## config.mk

```make
export PLATFORM = sky130hd
export DESIGN_NAME = pipe_stage_skid
export DESIGN_NICKNAME = d
export VERILOG_FILES = /design/src/rtl/pipe_pkg.sv /design/src/rtl/pipe_entry_reg.sv /design/src/rtl/pipe_stage_skid.sv
export SDC_FILE = /design/constraint.sdc
export NUM_CORES = 1
export LEC_CHECK = 0
export ABC_AREA = 1
export ABC_CLOCK_PERIOD_IN_PS = 1900
export BUFFER_PORTS_ARGS = -buffer_cell sky130_fd_sc_hd__buf_2
export CORE_ASPECT_RATIO = 1.4
export CORE_MARGIN = 5
export CORE_UTILIZATION = 30
export CTS_BUF_LIST = sky130_fd_sc_hd__clkbuf_8
export DETAILED_ROUTE_END_ITERATION = 10
export SKIP_LAST_GASP = 1
export SLEW_MARGIN = 20
export SYNTH_ARGS = -nofsm -noshare
export SYNTH_HDL_FRONTEND = slang
export SYNTH_SLANG_ARGS = --single-unit
export TNS_END_PERCENT = 5
```

## constraint.sdc

```tcl
create_clock -name clk_I -period 1.9 [get_ports clk_I]
set_clock_uncertainty 0.2 [all_clocks]
set_input_delay 0 -clock clk_I [delete_from_list [all_inputs] [get_ports clk_I]]
set_output_delay 0 -clock clk_I [all_outputs]
set_load 0.01 [all_outputs]
```

## src/rtl/pipe_pkg.sv

```systemverilog
// Shared types and widths for the handshaked RV32I pipeline stage registers.
package pipe_pkg;

    typedef enum logic [1:0] {
        EMPTY = 2'd0,
        ONE   = 2'd1,
        FULL  = 2'd2
    } state_t;

    localparam int DATA_W_DEF = 96;
    localparam int CTRL_W_DEF = 16;
    localparam int CNT_W_DEF  = 16;

    // Control widths of the existing stages, so each can drop in this block.
    localparam int IF_ID_CTRL_W  = 1;
    localparam int ID_EX_CTRL_W  = 16;
    localparam int EX_MEM_CTRL_W = 10;
    localparam int MEM_WB_CTRL_W = 8;

endpackage

```

## src/rtl/pipe_entry_reg.sv

```systemverilog
// One pipeline entry: data, control and valid with load/clear enables.
// Latency: 1 cycle from load to output.
// Backpressure: none here; the owner decides when to load or clear.
module pipe_entry_reg #(
    parameter int DATA_W = 96,
    parameter int CTRL_W = 16
) (
    input  logic              clk_I,
    input  logic              reset_I,
    input  logic              load,
    input  logic              clear,
    input  logic [DATA_W-1:0] data_d,
    input  logic [CTRL_W-1:0] ctrl_d,
    output logic              valid_q,
    output logic [DATA_W-1:0] data_q,
    output logic [CTRL_W-1:0] ctrl_q
);

    // Clear squashes control and valid but leaves data alone.
    always_ff @(posedge clk_I or negedge reset_I) begin
        if (!reset_I) begin
            valid_q <= 1'b0;
            data_q  <= '0;
            ctrl_q  <= '0;
        end else if (clear) begin
            valid_q <= 1'b0;
            ctrl_q  <= '0;
        end else if (load) begin
            valid_q <= 1'b1;
            data_q  <= data_d;
            ctrl_q  <= ctrl_d;
        end
    end

endmodule

```

## src/rtl/pipe_stage_skid.sv

```systemverilog
// Valid/ready pipeline stage with a two-entry skid buffer, flush and stall counter.
// Latency: 1 cycle input to output; 1 entry/cycle throughput while ready_I is high.
// Backpressure: ready_O is registered and drops only once main and skid are both full.
module pipe_stage_skid
    import pipe_pkg::*;
#(
    parameter int DATA_W = DATA_W_DEF,
    parameter int CTRL_W = CTRL_W_DEF,
    parameter int CNT_W  = CNT_W_DEF
) (
    input  logic              clk_I,
    input  logic              reset_I,
    input  logic              valid_I,
    output logic              ready_O,
    input  logic [DATA_W-1:0] data_I_D,
    input  logic [CTRL_W-1:0] ctrl_I_D,
    output logic              valid_O,
    input  logic              ready_I,
    output logic [DATA_W-1:0] data_O_Q,
    output logic [CTRL_W-1:0] ctrl_O_Q,
    input  logic              flush_I,
    input  logic              clr_cnt_I,
    output logic [CNT_W-1:0]  stall_cnt_O
);

    state_t            state;
    state_t            state_nxt;
    logic              in_xfer;
    logic              out_xfer;
    logic              main_ld;
    logic              main_clr;
    logic              main_from_skid;
    logic              skid_ld;
    logic              skid_clr;
    logic              skid_vld;
    logic [DATA_W-1:0] skid_dat;
    logic [CTRL_W-1:0] skid_ctrl;
    logic [DATA_W-1:0] main_data_d;
    logic [CTRL_W-1:0] main_ctrl_d;
    logic              ready_q;
    logic [CNT_W-1:0]  stall_cnt;

    assign in_xfer  = valid_I && ready_q;
    assign out_xfer = valid_O && ready_I;

    always_comb begin
        state_nxt      = state;
        main_ld        = 1'b0;
        main_clr       = 1'b0;
        main_from_skid = 1'b0;
        skid_ld        = 1'b0;
        skid_clr       = 1'b0;
        // Flush wins; a concurrent output transfer has already been sampled downstream.
        if (flush_I) begin
            main_clr  = 1'b1;
            skid_clr  = 1'b1;
            state_nxt = EMPTY;
        end else begin
            case (state)
                EMPTY: begin
                    if (in_xfer) begin
                        main_ld   = 1'b1;
                        state_nxt = ONE;
                    end
                end
                ONE: begin
                    if (in_xfer && out_xfer) begin
                        main_ld = 1'b1;
                    end else if (in_xfer) begin
                        skid_ld   = 1'b1;
                        state_nxt = FULL;
                    end else if (out_xfer) begin
                        main_clr  = 1'b1;
                        state_nxt = EMPTY;
                    end
                end
                FULL: begin
                    if (out_xfer) begin
                        main_ld        = 1'b1;
                        main_from_skid = 1'b1;
                        skid_clr       = 1'b1;
                        state_nxt      = ONE;
                    end
                end
                default: state_nxt = EMPTY;
            endcase
        end
    end

    assign main_data_d = main_from_skid ? skid_dat  : data_I_D;
    assign main_ctrl_d = main_from_skid ? skid_ctrl : ctrl_I_D;

    always_ff @(posedge clk_I or negedge reset_I) begin
        if (!reset_I) begin
            state   <= EMPTY;
            ready_q <= 1'b1;
        end else begin
            state   <= state_nxt;
            ready_q <= (state_nxt != FULL);
        end
    end

    pipe_entry_reg #(
        .DATA_W (DATA_W),
        .CTRL_W (CTRL_W)
    ) u_main (
        .clk_I   (clk_I),
        .reset_I (reset_I),
        .load    (main_ld),
        .clear   (main_clr),
        .data_d  (main_data_d),
        .ctrl_d  (main_ctrl_d),
        .valid_q (valid_O),
        .data_q  (data_O_Q),
        .ctrl_q  (ctrl_O_Q)
    );

    pipe_entry_reg #(
        .DATA_W (DATA_W),
        .CTRL_W (CTRL_W)
    ) u_skid (
        .clk_I   (clk_I),
        .reset_I (reset_I),
        .load    (skid_ld),
        .clear   (skid_clr),
        .data_d  (data_I_D),
        .ctrl_d  (ctrl_I_D),
        .valid_q (skid_vld),
        .data_q  (skid_dat),
        .ctrl_q  (skid_ctrl)
    );

    // Saturating stall counter; clear beats increment.
    always_ff @(posedge clk_I or negedge reset_I) begin
        if (!reset_I) begin
            stall_cnt <= '0;
        end else if (clr_cnt_I) begin
            stall_cnt <= '0;
        end else if (valid_O && !ready_I && (stall_cnt != '1)) begin
            stall_cnt <= stall_cnt + CNT_W'(1);
        end
    end

    assign ready_O     = ready_q;
    assign stall_cnt_O = stall_cnt;

    skid_only_when_full: assert property (@(posedge clk_I) disable iff (!reset_I)
        skid_vld == (state == FULL));

endmodule

```

Word-level counts from Yosys, hierarchy flattened --
Index checks and enable logic that the tools add are counted.
Storage, ports and cells: word-level logic and storage cells 59, input port bits 118, bits in registers 244, output and inout bits 130
Cells by class: add/sub/neg operators 1, reductions and logical operators 12, mux-type cells 32, equality and inequality tests 4, bitwise operators 2
Operators with widths (number):
- $mux W16 | 7
- $mux W96 | 1
- $add A16 B1 Y16 const B | 1
- $mux W1 | 16
- $ne A16 B16 Y1 const B | 1
- $mux W2 | 6
- $pmux W2 S3 | 1
- $reduce_bool A2 Y1 | 3
- $logic_and A1 B1 Y1 | 5
- $reduce_and A2 Y1 | 2
- $pmux W1 S3 | 1
- $eq A2 B1 Y1 const B | 1
- $eq A2 B2 Y1 const B | 1
- $logic_not A2 Y1 | 1
- $ne A2 B2 Y1 const B | 1
- $not A1 Y1 | 2
- $logic_not A1 Y1 | 1

Longest topological paths before layout --
word-level depth 8, depth in mapped cells 10, depth with buffers taken out 9

Modules after synthesis --
Synthesis repeated with hierarchy kept, for this count alone.
Second synthesis, totals: cell total of the unflattened synthesis 1278, area, all modules 11750.0 um^2
Modules (own cells, without submodules):
- pipe_entry_reg | seq. area each 2827.7 um^2, area each 4413.0 um^2, times used 2, cells an instance 490
- pipe_stage_skid | seq. area each 476.7 um^2, area each 2924.1 um^2, times used 1, cells an instance 298

Worst setup path before layout --
No wires, ideal clock.
path kind reg-to-reg, start point register stall_cnt[0] (netlist: stall_cnt_O[0]), end point register stall_cnt[12] (netlist: stall_cnt_O[12]), clock period less this slack 1816 ps, cell stages (with the launch flop) 10, path slack 84 ps, arrival 1551 ps, data required time 1634 ps, setup time 66 ps, buffers on the path 1, path through dfrtp_1 -> ha_1 -> nand3_2 -> inv_2 -> nand2_1 -> nor2_1 -> nor2_2 -> buf_2 -> nand4_1 -> nand2_1
Between the ends: cells in the longest elaborated chain, start to end 3, elaborated cells between the ends (all ways) 6, those cells by class add/sub: 1; eq/ne: 1; mux: 2; reduce/logical: 2
Ends and longest elaborated chain:
- start, declared | line pipe_stage_skid.sv:41 | logic [CNT_W-1:0] stall_cnt;
- start signal, assigned | line pipe_stage_skid.sv:140 | stall_cnt <= stall_cnt + CNT_W'(1);
- $add A16 B1 Y16 or $ne A16 B16 Y1 (tied branches) | line pipe_stage_skid.sv:140, pipe_stage_skid.sv:139
- $mux W16 or $logic_and A1 B1 Y1 (tied branches) | line pipe_stage_skid.sv:139 | end else if (valid_O && !ready_I && (stall_cnt != '1)) begin
- $mux W16 or $reduce_bool A2 Y1 (tied branches)
Parallel ways exist; a longest one is shown, timed or not. The select of a mux whose other input is x is not followed. A chain may end at the register's enable or synchronous reset.

Final worst setup path --
start point register ready_q (netlist: ready_O), end point register u_main.data_q[65]
Between the ends: cells in the longest elaborated chain, start to end 7, elaborated cells between the ends (all ways) 12, those cells by class mux: 8; bitwise: 1; reduce/logical: 3
Ends and longest elaborated chain:
- start, declared | line pipe_stage_skid.sv:40 | logic ready_q;
- start signal, assigned | line pipe_stage_skid.sv:99 | ready_q <= (state_nxt != FULL);
- $logic_and A1 B1 Y1 (*) | line pipe_stage_skid.sv:43 | assign in_xfer = valid_I && ready_q;
- $mux W1 or $logic_and A1 B1 Y1 (tied branches) | line pipe_stage_skid.sv:69, pipe_stage_skid.sv:67
- $mux W1 | line pipe_stage_skid.sv:67 | if (in_xfer && out_xfer) begin
- $mux W1 | line pipe_stage_skid.sv:59 | case (state)
- $mux W1 | line pipe_stage_skid.sv:54 | if (flush_I) begin
- $not A1 Y1 (no line)
- $reduce_and A2 Y1 (no line) (*)
- end signal, assigned | line pipe_entry_reg.sv:30 | data_q <= data_d;
- end, declared | line pipe_entry_reg.sv:15 | output logic [DATA_W-1:0] data_q,
Mark *: on every way between the ends. The rest lies on a longest branch, timed or not.

==> results.py <==
metrics = {
    "final_layout": {
        "layout_commonest_cell": "buf_2",
        "synthToLayoutAreaGrowth_pct": 42.47,
        "post-route-util": 0.4300,
        "stdcell_area_sq_um": 15310,
        "final_nets": 1605,
        "final_cell_mix": "246 x buf_2, 243 x dfrtp_1, 173 x nand2_1",
        "drive_gt1_frac": 0.3203,
        "n_fill_cell": 3332,
        "instances_no_fill": 1975,
    },
    "global_routing": {
        "grtUsageMet3": 0.03204,
        "grt_start_max_net_pins": 97,
        "grt_overflow_total": 0,
        "gr-usage-met2": 0.2674,
        "antenna_found_initial": 1,
        "busiest_layer": "met2",
        "grt_util_all_layers": 0.1579,
        "grt_pass1_wl_mm": 50.75,
        "met1_usage": 0.1898,
        "grt_pass1_vias": 9521,
    },
    "cts": {
        "clockRootBuffer": "clkbuf_8",
        "htreeDepth": 2,
        "clock_latency_ns": 0.55,
        "cts.sinks": 244,
        "cts_tree": "built",
        "clk_path_buf_depth": 3,
        "path_clk_slew_ns": 0.06,
        "cts_buffers": 42,
    },
    "setup_path": {
        "critical_path_class": "reg -> reg",
        "end_kind": "flop",
        "required_ns": 2.12,
        "cp-startpoint": "ready_O",
        "crit_fanout": 13,
        "startpoint_type": "flop",
        "rr_startpoint": "ready_O",
        "crit_arrival_ns": 2.11,
    },
    "die": {
        "dieHeight_um": 233.9,
        "die_w_um": 169.9,
        "core_sq_um": 35600,
        "start_util": 0.3018,
        "rows": 82,
        "pin_count": 248,
        "die_area_sq_um": 39750,
    },
    "routing": {
        "avgRoutedWirePerCell_um": 17.31,
        "firstDrtPassIters": 5,
        "drc": 0,
        "first_iter_violations": 417,
        "num_vias": 9526,
        "viasPerCell": 4.823,
        "wl_mm": 34.18,
        "final_antenna_net_count": 0,
    },
    "power_and_ir_drop": {
        "vdd_drop_max_mv": 0.5514,
        "leakage_nw": 7.188,
        "power_mw": 15.88,
        "power_density_nw_per_um2": 1037,
    },
    "placed_design": {
        "placed_area_sq_um": 12620,
        "gp_congestion": 0.8075,
        "dp_cells": 1747,
        "numPortBuffers": 247,
        "hpwl_mm": 19.30,
    },
    "timing": {
        "period_share": 0.9940,
        "worstMarginPinSlew_ns": 0.5164,
        "fin_crit_ns": 1.889,
        "fmax_mhz": 529.5,
        "maxSlewHeadroom": 0.6557,
        "drv_slew": 0,
        "setup_violations": 0,
        "tns_ns": 0,
        "final-hold-violation-count": 0,
        "rsz0062_at_grt": "true",
    },
    "synthesis": {
        "netlist_area_sq_um": 10740,
        "yosysSeqAreaShare": 0.5684,
        "synth_flop_cell": "dfrtp_1",
        "ys_seq_elements": 244,
        "syn_area_per_cell_sq_um": 10.02,
        "yosys_warnings": 0,
        "synth-edff-count": 0,
        "syn-instance-count": 1072,
        "yosysUniqueCellTypes": 28,
        "syn_nets": 1191,
        "ys_async_sr_fraction": 1.000,
    },
    "run_status": {
        "status": "completed",
    },
    "job": {
        "maxCapViolations": 0,
    },
    "worst_hold_path": {
        "hp-class": "in -> reg",
        "worstHoldStart": "data_I_D[11]",
    },
}
[state kept, by name, indices dropped and copies added, names as in the netlist]
name / cells
ready_O: 1
stall_cnt_O: 16
state: 2
u_main.ctrl_q: 16
u_main.data_q: 96
u_main.valid_q: 1
u_skid.ctrl_q: 16
u_skid.data_q: 96
[area by class of cell]
type,instances,area [sq um],area share
Clock inverter,16,146.4,0.009563
Antenna cell,2,5.005,0.0003270
Tap cell,462,578.1,0.03776
Timing Repair Buffer,445,3491,0.2281
Sequential cell,244,6107,0.3990
Inverter,69,265.3,0.01733
Clock buffer,53,729.5,0.04765
Multi-Input combinational cell,684,3985,0.2603
[stage by stage]
stage / setup WS [ns] / hold WS, ns
4_1_cts: -0.01203 / 0.00009220
3_3_place_gp: 0.006443 / -0.2669
6_report: 0.01141 / 0.03820
2_1_floorplan: 0.08392 / -0.4956
5_1_grt: -0.07515 / 0.01042
3_5_place_dp: -0.02401 / -0.2672
[cell usage after synthesis, types with 17 or more instances]
| library cell | instances | area, sq um |
|---|---|---|
| nand4_1 | 17 | 106.4 |
| nand3_1 | 109 | 545.5 |
| inv_1 | 65 | 244.0 |
| dfrtp_1 | 243 | 6081 |
| nor2_1 | 117 | 439.2 |
| mux2_2 | 96 | 1081 |
| o211ai_1 | 17 | 127.6 |
| buf_4 | 17 | 127.6 |
| a31oi_1 | 97 | 606.8 |
| nand2_1 | 176 | 660.6 |
| o21ai_0 | 17 | 85.08 |
| buf_2 | 34 | 170.2 |
[what timing repair did]
item | 4_1_cts | 5_1_grt
hold endpoints to repair | 488 | 0
setup endpoints to repair | 16 | 119
buffers inserted | 0 | 9
hold buffers | 138 | 0
resized for setup | 1 | 23
pin swaps | 0 | 5
cloned | 1 | 9
[final timing paths]
| check | endpoint | slack [ns] | cells after the start |
|---|---|---|---|
| setup reg to reg | u_main.data_q[65] | 0.01 | 8 |
| hold / removal | u_skid.data_q[11] | 0.04 | 3 |
| hold reg to reg | u_skid.data_q[5] | 0.30 | 1 |
| max in group asynchronous | u_skid.data_q[79] | 0.50 | 4 |
| min in group asynchronous | u_skid.data_q[76] | 0.29 | 3 |
| setup / recovery | u_main.data_q[65] | 0.01 | 8 |
[worst max-delay path, stage by stage (launching register included)]
cell	delay, ns
dfstp_2	0.54
nand2_2	0.06
inv_2	0.06
nand4_1	0.20
nand2_8	0.18
buf_12	0.17
buf_12	0.12
clkbuf_16	0.15
a31oi_1	0.08
[where the power goes]
| part | internal (mW) | switching, mW |
|---|---|---|
| clock network | 2.90 | 2.14 |
| registers | 6.63 | 0.764 |
| logic | 1.82 | 1.63 |
[cells by family (layout without fill, tap and decap cells)]
logic type      after synthesis  after routing  synth area share
flops                       244            244            0.5684
compound gates              149            149           0.08699
other cells                   0              2                 0
mux                          96             96            0.1006
simple gates                433            433            0.1729
fa+ha+maj                     1              1          0.001164
xor+xnor                      5              5          0.004076
buf+inv                     144            583           0.06580
[per-layer routing]
layer	up-vias	share of wire
met1	4645	0.40
met3	89	0.056
li1	4498	-
met4	0	0.046
met5	-	0
met2	294	0.49
Note: power is estimated with default switching activity, not from simulation.
